<file path="src/rtl/speed_ctl_pkg.sv">
// Shared constants for the per-cycle speed scheduler: Disk II motor strobes,
// shadow regions, slow banks and control-register bit positions.
package speed_pkg;

    localparam logic [15:0] SLOT4_OFF = 16'hC0C8;
    localparam logic [15:0] SLOT4_ON  = 16'hC0C9;
    localparam logic [15:0] SLOT5_OFF = 16'hC0D8;
    localparam logic [15:0] SLOT5_ON  = 16'hC0D9;
    localparam logic [15:0] SLOT6_OFF = 16'hC0E8;
    localparam logic [15:0] SLOT6_ON  = 16'hC0E9;
    localparam logic [15:0] SLOT7_OFF = 16'hC0F8;
    localparam logic [15:0] SLOT7_ON  = 16'hC0F9;

    localparam logic [15:0] TEXT1_LO  = 16'h0400;
    localparam logic [15:0] TEXT1_HI  = 16'h07FF;
    localparam logic [15:0] HIRES1_LO = 16'h2000;
    localparam logic [15:0] HIRES1_HI = 16'h3FFF;
    localparam logic [15:0] HIRES2_LO = 16'h4000;
    localparam logic [15:0] HIRES2_HI = 16'h5FFF;
    localparam logic [15:0] SHR_LO    = 16'h2000;
    localparam logic [15:0] SHR_HI    = 16'h9FFF;

    localparam logic [7:0] BANK_00 = 8'h00;
    localparam logic [7:0] BANK_01 = 8'h01;
    localparam logic [7:0] BANK_E0 = 8'hE0;
    localparam logic [7:0] BANK_E1 = 8'hE1;

    localparam int unsigned CYA_FAST  = 7;
    localparam int unsigned SH_TEXT1  = 0;
    localparam int unsigned SH_HIRES1 = 1;
    localparam int unsigned SH_HIRES2 = 2;
    localparam int unsigned SH_SHR    = 3;

    // idx 0..3 maps to slots 4..7
    function automatic logic [15:0] motor_addr(input logic [1:0] idx, input logic on);
        case (idx)
            2'd0:    return on ? SLOT4_ON : SLOT4_OFF;
            2'd1:    return on ? SLOT5_ON : SLOT5_OFF;
            2'd2:    return on ? SLOT6_ON : SLOT6_OFF;
            default: return on ? SLOT7_ON : SLOT7_OFF;
        endcase
    endfunction

endpackage

</file>
<file path="src/rtl/speed_ctl_if.sv">
// CPU access, control registers and scheduler results exchanged with speed_ctl.
interface speed_ctl_if;
    logic        cpu_valid;
    logic        we;
    logic        IO;
    logic [7:0]  bank;
    logic [15:0] addr;
    logic [7:0]  cyareg;
    logic [7:0]  shadow;
    logic        slow;
    logic        stretch;
    logic [3:0]  motor_on;
    logic        refresh_pend;

    modport master (
        output cpu_valid, we, IO, bank, addr, cyareg, shadow,
        input  slow, stretch, motor_on, refresh_pend
    );

    modport slave (
        input  cpu_valid, we, IO, bank, addr, cyareg, shadow,
        output slow, stretch, motor_on, refresh_pend
    );
endinterface

</file>
<file path="src/rtl/speed_ctl_motor_timer.sv">
// Disk II motor-active flag for one slot, held on for HOLD PH0 cycles after
// the motor-off strobe.
module motor_timer #(
    parameter int unsigned   CW   = 20,
    parameter logic [CW-1:0] HOLD = CW'(1000)
) (
    input  logic clk,
    input  logic rst,
    input  logic en,
    input  logic on_hit,
    input  logic off_hit,
    output logic on
);

    logic [CW-1:0] cnt;

    always_ff @(posedge clk) begin
        if (rst) begin
            cnt <= '0;
            on  <= 1'b0;
        end else if (en) begin
            if (on_hit) begin
                on  <= 1'b1;
                cnt <= '0;
            end else if (off_hit && on) begin
                cnt <= HOLD;
            end else if (cnt != '0) begin
                cnt <= cnt - CW'(1);
                if (cnt == CW'(1))
                    on <= 1'b0;
            end
        end
    end

endmodule

</file>
<file path="src/rtl/speed_ctl.sv">
// Per-cycle fast/slow scheduler feeding clock_divider: decides slow and the
// refresh stretch at each PH0 cycle start.
module speed_ctl
    import speed_pkg::*;
#(
    parameter int unsigned   CW               = 20,
    parameter logic [CW-1:0] MOTOR_HOLD       = CW'(1000),
    parameter logic [7:0]    REFRESH_INTERVAL = 8'd36
) (
    input  logic       clk_14M,
    input  logic       reset,
    input  logic       ph0_en,
    speed_ctl_if.slave bus
);

    logic       access_slow;
    logic       next_slow;
    logic       shadow_hit;
    logic [3:0] motor_on;
    logic [7:0] refresh_cnt;
    logic       slow;
    logic       stretch;
    logic       refresh_pend;
    logic       unused_bits;

    assign unused_bits = ^{bus.cyareg[6:4], bus.shadow[7:4]};

    always_comb begin
        shadow_hit  = 1'b0;
        access_slow = 1'b0;
        if (bus.addr >= TEXT1_LO && bus.addr <= TEXT1_HI && !bus.shadow[SH_TEXT1])
            shadow_hit = 1'b1;
        if (bus.addr >= HIRES1_LO && bus.addr <= HIRES1_HI && !bus.shadow[SH_HIRES1])
            shadow_hit = 1'b1;
        if (bus.addr >= HIRES2_LO && bus.addr <= HIRES2_HI && !bus.shadow[SH_HIRES2])
            shadow_hit = 1'b1;
        if (bus.addr >= SHR_LO && bus.addr <= SHR_HI && !bus.shadow[SH_SHR])
            shadow_hit = 1'b1;
        if (bus.cpu_valid) begin
            if (bus.IO || bus.bank == BANK_E0 || bus.bank == BANK_E1)
                access_slow = 1'b1;
            if (bus.we && (bus.bank == BANK_00 || bus.bank == BANK_01) && shadow_hit)
                access_slow = 1'b1;
        end
    end

    for (genvar i = 0; i < 4; i++) begin : g_motor
        logic on_hit;
        logic off_hit;
        assign on_hit  = bus.cpu_valid && bus.IO && bus.addr == motor_addr(2'(i), 1'b1);
        assign off_hit = bus.cpu_valid && bus.IO && bus.addr == motor_addr(2'(i), 1'b0);

        motor_timer #(.CW(CW), .HOLD(MOTOR_HOLD)) u_timer (
            .clk     (clk_14M),
            .rst     (reset),
            .en      (ph0_en),
            .on_hit  (on_hit),
            .off_hit (off_hit),
            .on      (motor_on[i])
        );
    end

    // motor_on here is the value before this PH0's motor update
    assign next_slow = !bus.cyareg[CYA_FAST] || (|(motor_on & bus.cyareg[3:0])) || access_slow;

    always_ff @(posedge clk_14M) begin
        if (reset) begin
            slow         <= 1'b1;
            stretch      <= 1'b0;
            refresh_pend <= 1'b0;
            refresh_cnt  <= '0;
        end else if (ph0_en) begin
            slow    <= next_slow;
            stretch <= !next_slow && refresh_pend;
            if (!next_slow) begin
                if (refresh_cnt == REFRESH_INTERVAL - 8'd1) begin
                    refresh_cnt  <= '0;
                    refresh_pend <= 1'b1;
                end else begin
                    refresh_cnt <= refresh_cnt + 8'd1;
                    if (refresh_pend)
                        refresh_pend <= 1'b0;
                end
            end
        end
    end

    assign bus.slow         = slow;
    assign bus.stretch      = stretch;
    assign bus.motor_on     = motor_on;
    assign bus.refresh_pend = refresh_pend;

endmodule

</file>
<file path="src/flat_wrapper.sv">
// flat-port wrapper written by rule: the top's interface ports become plain ports
module speed_ctl_flat import speed_pkg::*;
#(
    parameter int unsigned   CW               = 20,
    parameter logic [CW-1:0] MOTOR_HOLD       = CW'(1000),
    parameter logic [7:0]    REFRESH_INTERVAL = 8'd36
)
  (clk_14M, reset, ph0_en, bus_cpu_valid, bus_we, bus_IO, bus_bank, bus_addr, bus_cyareg, bus_shadow, bus_slow, bus_stretch, bus_motor_on, bus_refresh_pend);
  speed_ctl_if bus_i ();
  input  logic clk_14M;
  input  logic reset;
  input  logic ph0_en;
  input wire logic [$bits(bus_i.cpu_valid)-1:0] bus_cpu_valid;
  input wire logic [$bits(bus_i.we)-1:0] bus_we;
  input wire logic [$bits(bus_i.IO)-1:0] bus_IO;
  input wire logic [$bits(bus_i.bank)-1:0] bus_bank;
  input wire logic [$bits(bus_i.addr)-1:0] bus_addr;
  input wire logic [$bits(bus_i.cyareg)-1:0] bus_cyareg;
  input wire logic [$bits(bus_i.shadow)-1:0] bus_shadow;
  output wire logic [$bits(bus_i.slow)-1:0] bus_slow;
  output wire logic [$bits(bus_i.stretch)-1:0] bus_stretch;
  output wire logic [$bits(bus_i.motor_on)-1:0] bus_motor_on;
  output wire logic [$bits(bus_i.refresh_pend)-1:0] bus_refresh_pend;
  assign bus_i.cpu_valid = bus_cpu_valid;
  assign bus_i.we = bus_we;
  assign bus_i.IO = bus_IO;
  assign bus_i.bank = bus_bank;
  assign bus_i.addr = bus_addr;
  assign bus_i.cyareg = bus_cyareg;
  assign bus_i.shadow = bus_shadow;
  assign bus_slow = bus_i.slow;
  assign bus_stretch = bus_i.stretch;
  assign bus_motor_on = bus_i.motor_on;
  assign bus_refresh_pend = bus_i.refresh_pend;
  speed_ctl #(.CW(CW), .MOTOR_HOLD(MOTOR_HOLD), .REFRESH_INTERVAL(REFRESH_INTERVAL)) u_core (.clk_14M(clk_14M), .reset(reset), .ph0_en(ph0_en), .bus(bus_i));
endmodule
</file>
<file path="config.mk">
export PLATFORM = sky130hd
export DESIGN_NAME = speed_ctl_flat
export DESIGN_NICKNAME = d
export VERILOG_FILES = /design/src/rtl/speed_ctl_pkg.sv /design/src/rtl/speed_ctl_if.sv /design/src/rtl/speed_ctl_motor_timer.sv /design/src/rtl/speed_ctl.sv /design/src/flat_wrapper.sv
export SDC_FILE = /design/constraint.sdc
export NUM_CORES = 1
export LEC_CHECK = 0
export BUFFER_PORTS_ARGS = -buffer_cell sky130_fd_sc_hd__buf_2
export CAP_MARGIN = 20
export CORE_UTILIZATION = 55
export DETAILED_ROUTE_END_ITERATION = 7
export PLACE_DENSITY = 0.75
export SLEW_MARGIN = 40
export SYNTH_ARGS = -nofsm -noshare
export SYNTH_HDL_FRONTEND = slang
export SYNTH_SLANG_ARGS = --single-unit
</file>
<file path="constraint.sdc">
create_clock -name clk_14M -period 6.8 [get_ports clk_14M]
set_input_delay 1.36 -clock clk_14M [delete_from_list [all_inputs] [get_ports clk_14M]]
set_output_delay 1.36 -clock clk_14M [all_outputs]
set_load 0.05 [all_outputs]
</file>
==> results of run 1 <==
cells in the final DEF (no fill, tap or decap), types with 6 or more instances in the layout:
master | Yosys | final
nor3_1 | 28 | 28
or2_2 | 6 | 6
nor2_1 | 93 | 93
nand2b_1 | 6 | 6
nand4_1 | 17 | 17
or4_1 | 18 | 18
buf_2 | 3 | 45
dfxtp_1 | 95 | 95
xnor2_1 | 23 | 23
or3_1 | 17 | 17
o21a_1 | 6 | 6
a2111oi_0 | 7 | 7
nor4b_1 | 9 | 9
o21ai_0 | 37 | 37
nand3_1 | 25 | 25
inv_1 | 19 | 19
nor4_1 | 22 | 18
nor2b_1 | 6 | 6
ha_1 | 9 | 9
a21oi_1 | 43 | 43
clkbuf_8 | 0 | 9
nand2_1 | 50 | 50
xor2_1 | 18 | 18
nand4b_1 | 7 | 7
a211oi_1 | 9 | 9
path summary, 6_finish.rpt:
kind / startpoint / slack, ps / cells after the start / end
worst max-delay path: ph0_en / 3160 / 6 / u_core.g_motor[1].u_timer.cnt[12]
worst min-delay path: u_core.g_motor[1].u_timer.cnt[5] / 490 / 2 / u_core.g_motor[1].u_timer.cnt[5]
worst max register to register: u_core.g_motor[2].u_timer.cnt[9] / 3810 / 7 / u_core.g_motor[2].u_timer.cnt[7]
worst min register to register: u_core.g_motor[1].u_timer.cnt[5] / 490 / 2 / u_core.g_motor[1].u_timer.cnt[5]
logic make-up after synthesis:
group                    synth area share (%)
AND/OR/NAND/NOR                          32.5
AO/OA/AOI/OAI                            19.2
flip-flops                               34.9
buffers and inverters                    4.29
XOR/XNOR                                 6.59
adder cells (fa/ha/maj)                  2.07
multiplexers                            0.551
worst register-to-register path: cells and delay by family (launching register included):
family	cells	cell delay (ps)
simple gates	4	1520
flops	1	360
compound gates	2	800
buf+inv	1	220
cell type report:
class / instances / area (sq um)
clock buffer: 9 / 124
clock inverter: 7 / 56.3
fill: 871 / 3480
inverter: 20 / 75.1
multi-input combinational: 536 / 3370
sequential: 95 / 1900
tap: 129 / 161
timing repair buffer: 48 / 251
power breakdown:
part           internal [mW]  leakage (nW)  switching (mW)
Combinational          0.653          1.31           0.912
Clock                  0.137        0.0842           0.210
Sequential             0.741         0.776           0.205
Total                   1.53          2.17            1.33
through the flow:
stage                     setup slack [ps]  utilization (%)
after floorplan                       3430                -
after global placement                2860             60.5
after detailed placement              2790             60.9
after CTS                             3170             62.8
after global routing                  3020             63.1
final                                 3160             63.1
state kept, by name, indices dropped and copies added, names as in the netlist:
name	flops
u_core.g_motor.u_timer.cnt	80
u_core.refresh_cnt	8
u_core.g_motor.u_timer.on	4
u_core.bus.refresh_pend	1
u_core.bus.slow	1
u_core.bus.stretch	1
routing by layer:
metal | global-route usage (%) | up-vias | share of wire (%)
li1 | - | 2598 | -
met1 | 33.1 | 2495 | 45
met2 | 43.9 | 148 | 49
met3 | 5.04 | 14 | 4.5
met4 | 8.70 | 0 | 1.1
met5 | 0 | - | 0
==> impl_metrics.csv, run 1 <==
group,metric,value,unit
critical_path,cp-start-kind,"input pin",
placed_design,hpwl,8.90,mm
run_status,status,"finished, final reports clean",
logic_synthesis,ys_ff_latch,95,
cells_and_area,layout-drive-gt1-share,13.7,%
route,via_per_inst,6.23,
placed_design,place_area,0.00574,sq mm
die,core,0.00942,sq mm
logic_synthesis,syn_area,0.00545,sq mm
route,first_iter_violations,223,
logic_synthesis,synth_area_leaders,"dfxtp_1, nor2_1, a21oi_1",
global_route,grt_pass1_wl,21.5,mm
route,wirelength,12.8,mm
die,rows,35,
global_route,grt_antenna_before_repair,0,
global_route,grt_usage,26.0,%
placed_design,place.gp.congestion,0.877,
pwr,p_per_area,481,mW/mm^2
logic_synthesis,synth.most_common_cell,"dfxtp_1",
pwr,finalPower,2.86,mW
logic_synthesis,synth_edf_count,0,
critical_path,critPathCaptureType,"register",
cells_and_area,design_area,0.00594,sq mm
logic_synthesis,synthCells,685,
sta,hold_viol,0,
clock_network,htree_levels,3,
logic_synthesis,synth_top_area_share,34.9,%
sta,rsz0062_at_grt,"false",
cells_and_area,nets,765,
job,drv_cap,0,
critical_path,crit_buf_inv,3,
clock_network,cts_made_buffers,9,
sta,drv_slew,0,
logic_synthesis,synth_commonest_cells,"dfxtp_1, nor2_1, nand2_1",
route,drt-wirelength-per-cell,15.2,microns
logic_synthesis,seq_area_frac_synth,34.9,%
pwr,peakVddDrop,0.337,mV
worst_hold_path,hold_class,"reg -> reg",
clock_network,clkSinkCount,95,
logic_synthesis,synth_flop_cell,"dfxtp_1",
cells_and_area,stdcell_count,844,
sta,skew,10.6,ps
logic_synthesis,ys_types,69,
clock_network,clockRootBuffer,"clkbuf_8",
pwr,power_leakage,2.17,nW
logic_synthesis,yosys_warnings,0,
critical_path,cp_cell_sequence,"buf_2 > buf_4 > clkinv_1 > or4_1 > or4_1 > a21oi_1",
critical_path,crit_family,"simple AND/OR/NAND/NOR gates",
clock_network,post_cts_buffers,0,
cells_and_area,syn_to_final_growth,8.95,%
sta,fin_crit_sh,53.5,%
placed_design,portBuffers,44,
route,drc,0,
cells_and_area,diodes,0,
critical_path,crit_fanout,42,
sta,setup_viol,0,
global_route,grt_pass1_vias,4721,
die,num_io_pins,53,
clock_network,cts_tree,"done",
clock_network,path_clk_slew,100,ps
sta,hold_slack,494,ps
sta,fmax,0.275,GHz
logic_synthesis,syn_nets,740,
clock_network,cts_resized,0,
critical_path,slowest_stage,"or4_1",
sta,worst_pin_slew,782,ps
logic_synthesis,avgSynthCellArea,7.96,sq um
placed_design,dpl.cell_count,827,
global_route,grt_max_degree,43,
clock_network,cts-hold-fix-buffers,0,
clock_network,clk_latency,370,ps
clock_network,clk_path_buf_depth,2,
critical_path,cpPeakStageDelay,830,ps
die,die_x,102,microns
critical_path,cp.arrival,3930,ps
sta,slew_headroom,47.7,%
die,die-area,0.0103,sq mm
global_route,grt_overflow,0,
critical_path,cp_common_cell,"or4_1",
route,drt_pass1_iterations,4,
critical_path,critical_path_class,"in -> reg",
route,num_vias,5255,
logic_synthesis,async_flop_share,0,%
critical_path,required,7090,ps
sta,tns,0,ps
route,final_antenna_net_count,0,
sta,fin_crit,3640,ps
die,die_h,102,microns
logic_synthesis,yosysTopAreaCell,"dfxtp_1",
die,start_util,57.9,%
(Power assumes the default switching activity.)
==> run 2, diff against run 1 <==
--- a/config.mk
+++ b/config.mk
@@ -5,11 +5,12 @@
 export SDC_FILE = /design/constraint.sdc
 export NUM_CORES = 1
 export LEC_CHECK = 0
+export ABC_AREA = 1
 export BUFFER_PORTS_ARGS = -buffer_cell sky130_fd_sc_hd__buf_2
 export CAP_MARGIN = 20
 export CORE_UTILIZATION = 55
 export DETAILED_ROUTE_END_ITERATION = 7
-export PLACE_DENSITY = 0.75
+export PLACE_DENSITY = 0.77
 export SLEW_MARGIN = 40
 export SYNTH_ARGS = -nofsm -noshare
 export SYNTH_HDL_FRONTEND = slang
==> constraint.sdc (replaced) <==
create_clock -name clk_14M -period 3.2 [get_ports clk_14M]
set_input_delay 0.64 -clock clk_14M [delete_from_list [all_inputs] [get_ports clk_14M]]
set_output_delay 0.64 -clock clk_14M [all_outputs]
set_load 0.05 [all_outputs]
==> run 2 against run 1 <==
  * Worst setup slack got worse by 2300 ps
  * The flow now finishes with violations (DRC)
  * Critical path type is now reg -> reg
  * First-iteration DRC count increased by 85%
  * Final cell count increased by 48%
  * Sequential cell count unchanged
  * Critical endpoint is now u_core.g_motor[0].u_timer.cnt[18]
==> impl_metrics.csv, run 2 <==
group,metric,value,unit
sta,fin_crit_sh,74.4,%
die,num_io_pins,53,
pwr,power_switching,2.95,mW
clock_network,cts_made_buffers,9,
sta,slew_headroom,54.9,%
logic_synthesis,seq_area_frac_synth,28.7,%
global_route,grt_max_degree,53,
route,via_per_inst,5.37,
cells_and_area,largest_reg_flops,80,
critical_path,cp-start-kind,"register",
cells_and_area,syn_to_final_growth,7.64,%
pwr,peakVddDrop,0.690,mV
cells_and_area,final_cell_mix,"nand2_1, nor2_1, nand3_1, inv_1, dfxtp_1",
route,drt_pass1_iterations,7,
sta,setup_viol,0,
logic_synthesis,synth.most_common_cell,"nand2_1",
die,die_h,112,microns
sta,tns,0,ps
critical_path,cpPeakStageDelay,370,ps
sta,rsz0062_at_grt,"false",
cells_and_area,diodes,0,
global_route,grt_pass1_wl,27.6,mm
global_route,grt_usage,26.7,%
logic_synthesis,synthCells,1072,
logic_synthesis,yosysTopAreaCell,"dfxtp_1",
critical_path,crit_fanout,22,
clock_network,path_clk_slew,70,ps
pwr,pwr-share-comb,53.7,%
logic_synthesis,avgSynthCellArea,6.18,sq um
placed_design,dpl.cell_count,1234,
cells_and_area,regMostFlops,"u_core.g_motor.u_timer.cnt",
clock_network,clockRootBuffer,"clkbuf_16",
clock_network,cts-hold-fix-buffers,0,
logic_synthesis,synth_flop_cell,"dfxtp_1",
run_status,status,"complete, but fails checks",
route,drc,1,
critical_path,required,3450,ps
cells_and_area,n_fill_cell,1180,
pwr,clockPowerShare,16.6,%
critical_path,critical_path_class,"reg -> reg",
placed_design,place.gp.congestion,0.881,
pwr,p_int,3.25,mW
global_route,grt_pass1_vias,6235,
critical_path,critPathCaptureType,"register",
logic_synthesis,synth_commonest_cells,"nand2_1, nor2_1, nand3_1",
logic_synthesis,ys_ff_latch,95,
clock_network,clk_latency,360,ps
sta,drv_slew,0,
clock_network,clk_path_buf_depth,2,
route,drt-wirelength-per-cell,12.8,microns
sta,fin_crit,2380,ps
sta,hold_viol,0,
logic_synthesis,synth_area_leaders,"dfxtp_1, nand2_1, nor2_1",
die,die_x,112,microns
cells_and_area,final_common_cell,"nand2_1",
placed_design,hpwl,11.4,mm
cells_and_area,largestRegisters,"u_core.g_motor.u_timer.cnt x80, u_core.refresh_cnt x8, u_core.g_motor.u_timer.on x4",
run_status,failed_checks,"DRC",
job,drv_cap,0,
route,first_iter_violations,412,
cells_and_area,multiInputGateArea,0.00409,sq mm
critical_path,slowest_stage,"nand2_2",
die,rows,39,
sta,worst_pin_slew,672,ps
clock_network,cts_resized,0,
die,die-area,0.0125,sq mm
global_route,grt_antenna_before_repair,0,
sta,fmax,0.420,GHz
cells_and_area,nets,1157,
logic_synthesis,syn_area,0.00663,sq mm
route,num_vias,6713,
clock_network,clkSinkCount,95,
sta,hold_slack,484,ps
pwr,power_leakage,3.35,nW
route,final_antenna_net_count,0,
clock_network,post_cts_buffers,0,
logic_synthesis,synth_top_area_share,28.7,%
clock_network,htree_levels,3,
cells_and_area,layout-drive-gt1-share,11.8,%
cells_and_area,stdcell_count,1250,
logic_synthesis,synth_edf_count,0,
route,wirelength,15.9,mm
die,core,0.0116,sq mm
pwr,seq_power_share,29.7,%
pwr,p_per_area,870,mW/mm^2
global_route,grt_overflow,0,
logic_synthesis,yosys_warnings,0,
logic_synthesis,async_flop_share,0,%
placed_design,portBuffers,44,
critical_path,cp_cell_sequence,"inv_1 > ha_1 > nand3_2 > nor2_1 > nand2_1 > nor2_2 > nand3_2 > nand2_2 > inv_2 > o21ai_0 > nor2_1",
logic_synthesis,ys_types,46,
die,start_util,57.3,%
sta,skew,8.02,ps
critical_path,cp.arrival,2630,ps
pwr,switching_share,47.6,%
logic_synthesis,syn_nets,1127,
worst_hold_path,hold_class,"reg -> reg",
clock_network,cts_tree,"done",
cells_and_area,seq_area,0.00190,sq mm
## run 2: changes by cell type in the layout (fill, tap and decap cells not counted), moves of 21 or more
cell	before	now
a21oi_1	43	71
inv_1	19	108
nand2_1	50	246
nand3_1	25	124
nor2_1	93	188
xnor2_1	23	2
## run 2: kinds of logic after synthesis
| family | share of synthesized area [%] |
|---|---|
| AO/OA/AOI/OAI | 10.9 |
| XOR/XNOR | 2.25 |
| adder cells (fa/ha/maj) | 1.70 |
| buffers and inverters | 9.66 |
| flip-flops | 28.7 |
| AND/OR/NAND/NOR | 46.8 |
## run 2: metal layers
metal	wire length, microns	global-route usage, %	up-vias
met4	281	9.37	0
met1	7620	33.4	3031
met2	7330	44.9	115
met5	0	0	-
met3	717	6.10	26
li1	-	-	3541
## run 2: final timing paths
kind / depth (start not counted) / slack [ps] / start / endpoint
max: 11 / 820 / u_core.g_motor[0].u_timer.cnt[0] / u_core.g_motor[0].u_timer.cnt[18]
min: 2 / 480 / u_core.bus.stretch / u_core.bus.stretch
max reg2reg: 11 / 820 / u_core.g_motor[0].u_timer.cnt[0] / u_core.g_motor[0].u_timer.cnt[18]
min reg2reg: 2 / 480 / u_core.bus.stretch / u_core.bus.stretch
## run 2: final cells by class
| class | count | share of cell area [%] |
|---|---|---|
| clock buffer | 11 | 3.40 |
| clock inverter | 5 | 0.456 |
| inverter | 114 | 6.10 |
| multi-input combinational | 833 | 57.3 |
| sequential | 95 | 26.7 |
| tap | 143 | 2.51 |
| timing repair buffer | 49 | 3.61 |
## run 2: power by group through the flow
stage	combinational, mW	clock [mW]	sequential, mW
after global routing	3.84	1.09	1.89
after CTS	3.32	1.05	1.84
after floorplan	2.85	0	1.78
after global placement	3.24	0	1.86
final	3.33	1.03	1.85
after detailed placement	3.29	0	1.86
## run 2: stage by stage
stage	total power, mW	instance area [sq um]	worst slack, ps	util [%]
2_1_floorplan	4.62	6630	1290	-
3_3_place_gp	5.10	6860	573	59.3
3_5_place_dp	5.14	6860	493	59.3
4_1_cts	6.20	7140	819	61.7
5_1_grt	6.82	7140	601	61.7
6_report	6.20	7140	818	61.7
## run 2: worst max-delay path: cells and delay by family (launching register included)
family                   cells  cell delay, ps
buffers and inverters        2             350
adder cells (fa/ha/maj)      1             230
AND/OR/NAND/NOR              7            1140
flip-flops                   1             350
AO/OA/AOI/OAI                1             190
==> run 3, diff against run 2 <==
--- a/config.mk
+++ b/config.mk
@@ -5,12 +5,12 @@
 export SDC_FILE = /design/constraint.sdc
 export NUM_CORES = 1
 export LEC_CHECK = 0
-export ABC_AREA = 1
+export ABC_AREA = 0
 export BUFFER_PORTS_ARGS = -buffer_cell sky130_fd_sc_hd__buf_2
 export CAP_MARGIN = 20
 export CORE_UTILIZATION = 55
 export DETAILED_ROUTE_END_ITERATION = 7
-export PLACE_DENSITY = 0.77
+export PLACE_DENSITY = 0.75
 export SLEW_MARGIN = 40
 export SYNTH_ARGS = -nofsm -noshare
 export SYNTH_HDL_FRONTEND = slang
==> constraint.sdc (replaced) <==
create_clock -name clk_14M -period 2.24 [get_ports clk_14M]
set_input_delay 0.448 -clock clk_14M [delete_from_list [all_inputs] [get_ports clk_14M]]
set_output_delay 0.448 -clock clk_14M [all_outputs]
set_load 0.05 [all_outputs]
==> run 3 against run 2 <==
  * The run ends with setup timing left
  * Sequential share of layout area up 0.30 points
  * Final cell count down 24%
  * Design area down 0.79%
  * Worst hold slack better by 22 ps
  * Global-route usage up 3.5 points
  * Clock-buffer cell count unchanged
  * Non-clock buffer count up 99
  * Clock skew down 2.1 ps
  * Critical path type unchanged
==> impl_metrics.csv, run 3 (synthesis gave the netlist of run 1 again) <==
group,metric,value,unit
cells_and_area,multiInputGateArea,0.00370,sq mm
die,core,0.00942,sq mm
pwr,power_leakage,2.73,nW
clock_network,htree_levels,3,
route,via_per_inst,6.17,
global_route,grt_usage,30.2,%
placed_design,place.gp.congestion,0.909,
die,rows,35,
critical_path,cp.arrival,2690,ps
cells_and_area,nets,865,
sta,tns,-4220,ps
run_status,failed_checks,"setup timing",
route,drc,0,
worst_hold_path,hold_class,"reg -> reg",
critical_path,cp_common_cell,"or4_4",
sta,fin_crit_sh,108,%
global_route,grt_overflow,0,
global_route,grt_pass1_vias,5503,
die,die_h,102,microns
die,start_util,57.9,%
global_route,grt_max_degree,40,
sta,setup_viol,39,
route,wirelength,15.5,mm
cells_and_area,final_cell_mix,"buf_4, nor2_1, dfxtp_1, nand2_1, buf_2",
clock_network,clockRootBuffer,"clkbuf_8",
clock_network,clk_latency,370,ps
clock_network,path_clk_slew,90,ps
die,die_x,102,microns
sta,slew_headroom,65.6,%
clock_network,cts_made_buffers,9,
placed_design,portBuffers,44,
clock_network,clkSinkCount,95,
clock_network,clk_path_buf_depth,2,
die,die-area,0.0103,sq mm
pwr,p_per_area,1520,mW/mm^2
cells_and_area,diodes,0,
cells_and_area,final_util,75.2,%
route,drt_pass1_iterations,5,
critical_path,cp-start-kind,"register",
critical_path,cp_cell_sequence,"or4_4 > or4_4 > o41ai_4 > buf_4 > buf_6 > a2111oi_4 > xnor2_1 > nor2_1",
route,drt-wirelength-per-cell,16.5,microns
cells_and_area,syn_to_final_growth,29.9,%
critical_path,critPathCaptureType,"register",
cells_and_area,n_fill_cell,697,
job,drv_cap,0,
clock_network,cts_tree,"done",
route,first_iter_violations,311,
cells_and_area,layout-drive-gt1-share,30.6,%
global_route,grt_antenna_before_repair,0,
sta,fin_crit,2430,ps
critical_path,crit_fanout,5,
run_status,status,"complete, but fails checks",
sta,fmax,0.412,GHz
cells_and_area,seq_area,0.00191,sq mm
global_route,grt_pass1_wl,24.9,mm
sta,skew,5.90,ps
cells_and_area,largestRegisters,"u_core.g_motor.u_timer.cnt x80, u_core.refresh_cnt x8, u_core.g_motor.u_timer.on x4",
placed_design,hpwl,10.6,mm
pwr,peakVddDrop,0.977,mV
route,num_vias,5827,
sta,drv_slew,0,
critical_path,critical_path_class,"reg -> reg",
cells_and_area,final_common_cell,"buf_4",
sta,worst_pin_slew,516,ps
cells_and_area,regMostFlops,"u_core.g_motor.u_timer.cnt",
critical_path,required,2510,ps
die,num_io_pins,53,
cells_and_area,largest_reg_flops,80,
critical_path,cpPeakStageDelay,530,ps
sta,fin_ws,-188,ps
critical_path,slowest_stage,"or4_4",
sta,rsz0062_at_grt,"true",
route,final_antenna_net_count,0,
sta,hold_viol,0,
-- run 3: changes by cell type in the layout (fill, tap and decap cells not counted), moves of 15 or more --
| cell | previous run | this run |
|---|---|---|
| nand2_1 | 246 | 50 |
| a21oi_1 | 71 | 34 |
| nand3_1 | 124 | 25 |
| nor4_1 | 2 | 17 |
| nor2_2 | 15 | 0 |
| xnor2_1 | 2 | 21 |
| or3_1 | 0 | 15 |
| inv_1 | 108 | 19 |
| buf_4 | 5 | 96 |
| nand4_1 | 37 | 17 |
| nor2_1 | 188 | 92 |
-- run 3: final timing paths --
check	startpoint	end	slack [ps]	cells past startpoint
max reg2reg	u_core.g_motor[2].u_timer.cnt[12]	u_core.g_motor[2].u_timer.cnt[17]	-190	8
max	u_core.g_motor[2].u_timer.cnt[12]	u_core.g_motor[2].u_timer.cnt[17]	-190	8
min reg2reg	u_core.g_motor[0].u_timer.cnt[1]	u_core.g_motor[0].u_timer.cnt[1]	510	2
min	u_core.g_motor[0].u_timer.cnt[1]	u_core.g_motor[0].u_timer.cnt[1]	510	2
-- run 3: stage by stage --
| step | power [mW] | setup WS [ps] | hold slack, ps | cell area [sq um] | instances |
|---|---|---|---|---|---|
| after floorplan | 6.83 | -195 | 461 | 5570 | 685 |
| after global placement | 8.32 | -198 | 477 | 6540 | 923 |
| after detailed placement | 8.57 | -284 | 491 | 6540 | 923 |
| after CTS | 10.1 | -255 | 498 | 6910 | 944 |
| after global routing | 11.5 | -254 | 533 | 7080 | 944 |
| final | 10.7 | -188 | 506 | 7080 | 944 |
-- run 3: per-layer routing --
layer	wire length [microns]	track usage [%]	part of all wire [%]	vias up
li1	-	-	-	2774
met1	6470	36.7	42	2803
met2	7760	53.2	50	216
met3	959	5.59	6.2	34
met4	354	10.6	2.3	0
met5	0	0	0	-
-- run 3: what timing repair did --
item | CTS | global route
gates resized for setup | 42 | 33
hold buffers | 0 | 0
buffers inserted | 5 | 1
gates cloned | 0 | 0
setup endpoints to repair | 57 | 69
pin swaps | 27 | 20
-- run 3: area by class of cell --
cell class	count	share of cell area, %
clock inverters	5	0.477
well taps	129	2.28
repair buffers	148	14.9
clock buffers	11	2.00
flip-flops and latches	95	27.0
inverters	20	1.06
multi-input cells	536	52.3
-- run 3: worst max-delay path, delay by kind of cell, from the launching register on --
family / cells / cell delay (ps)
simple gates: 3 / 1070
flops: 1 / 350
compound gates: 2 / 330
buf+inv: 2 / 360
xor+xnor: 1 / 220
-- run 3: where the power goes --
group          internal, mW  switching [mW]
sequential             2.26           0.623
combinational          3.20            3.62
clock                 0.433           0.613
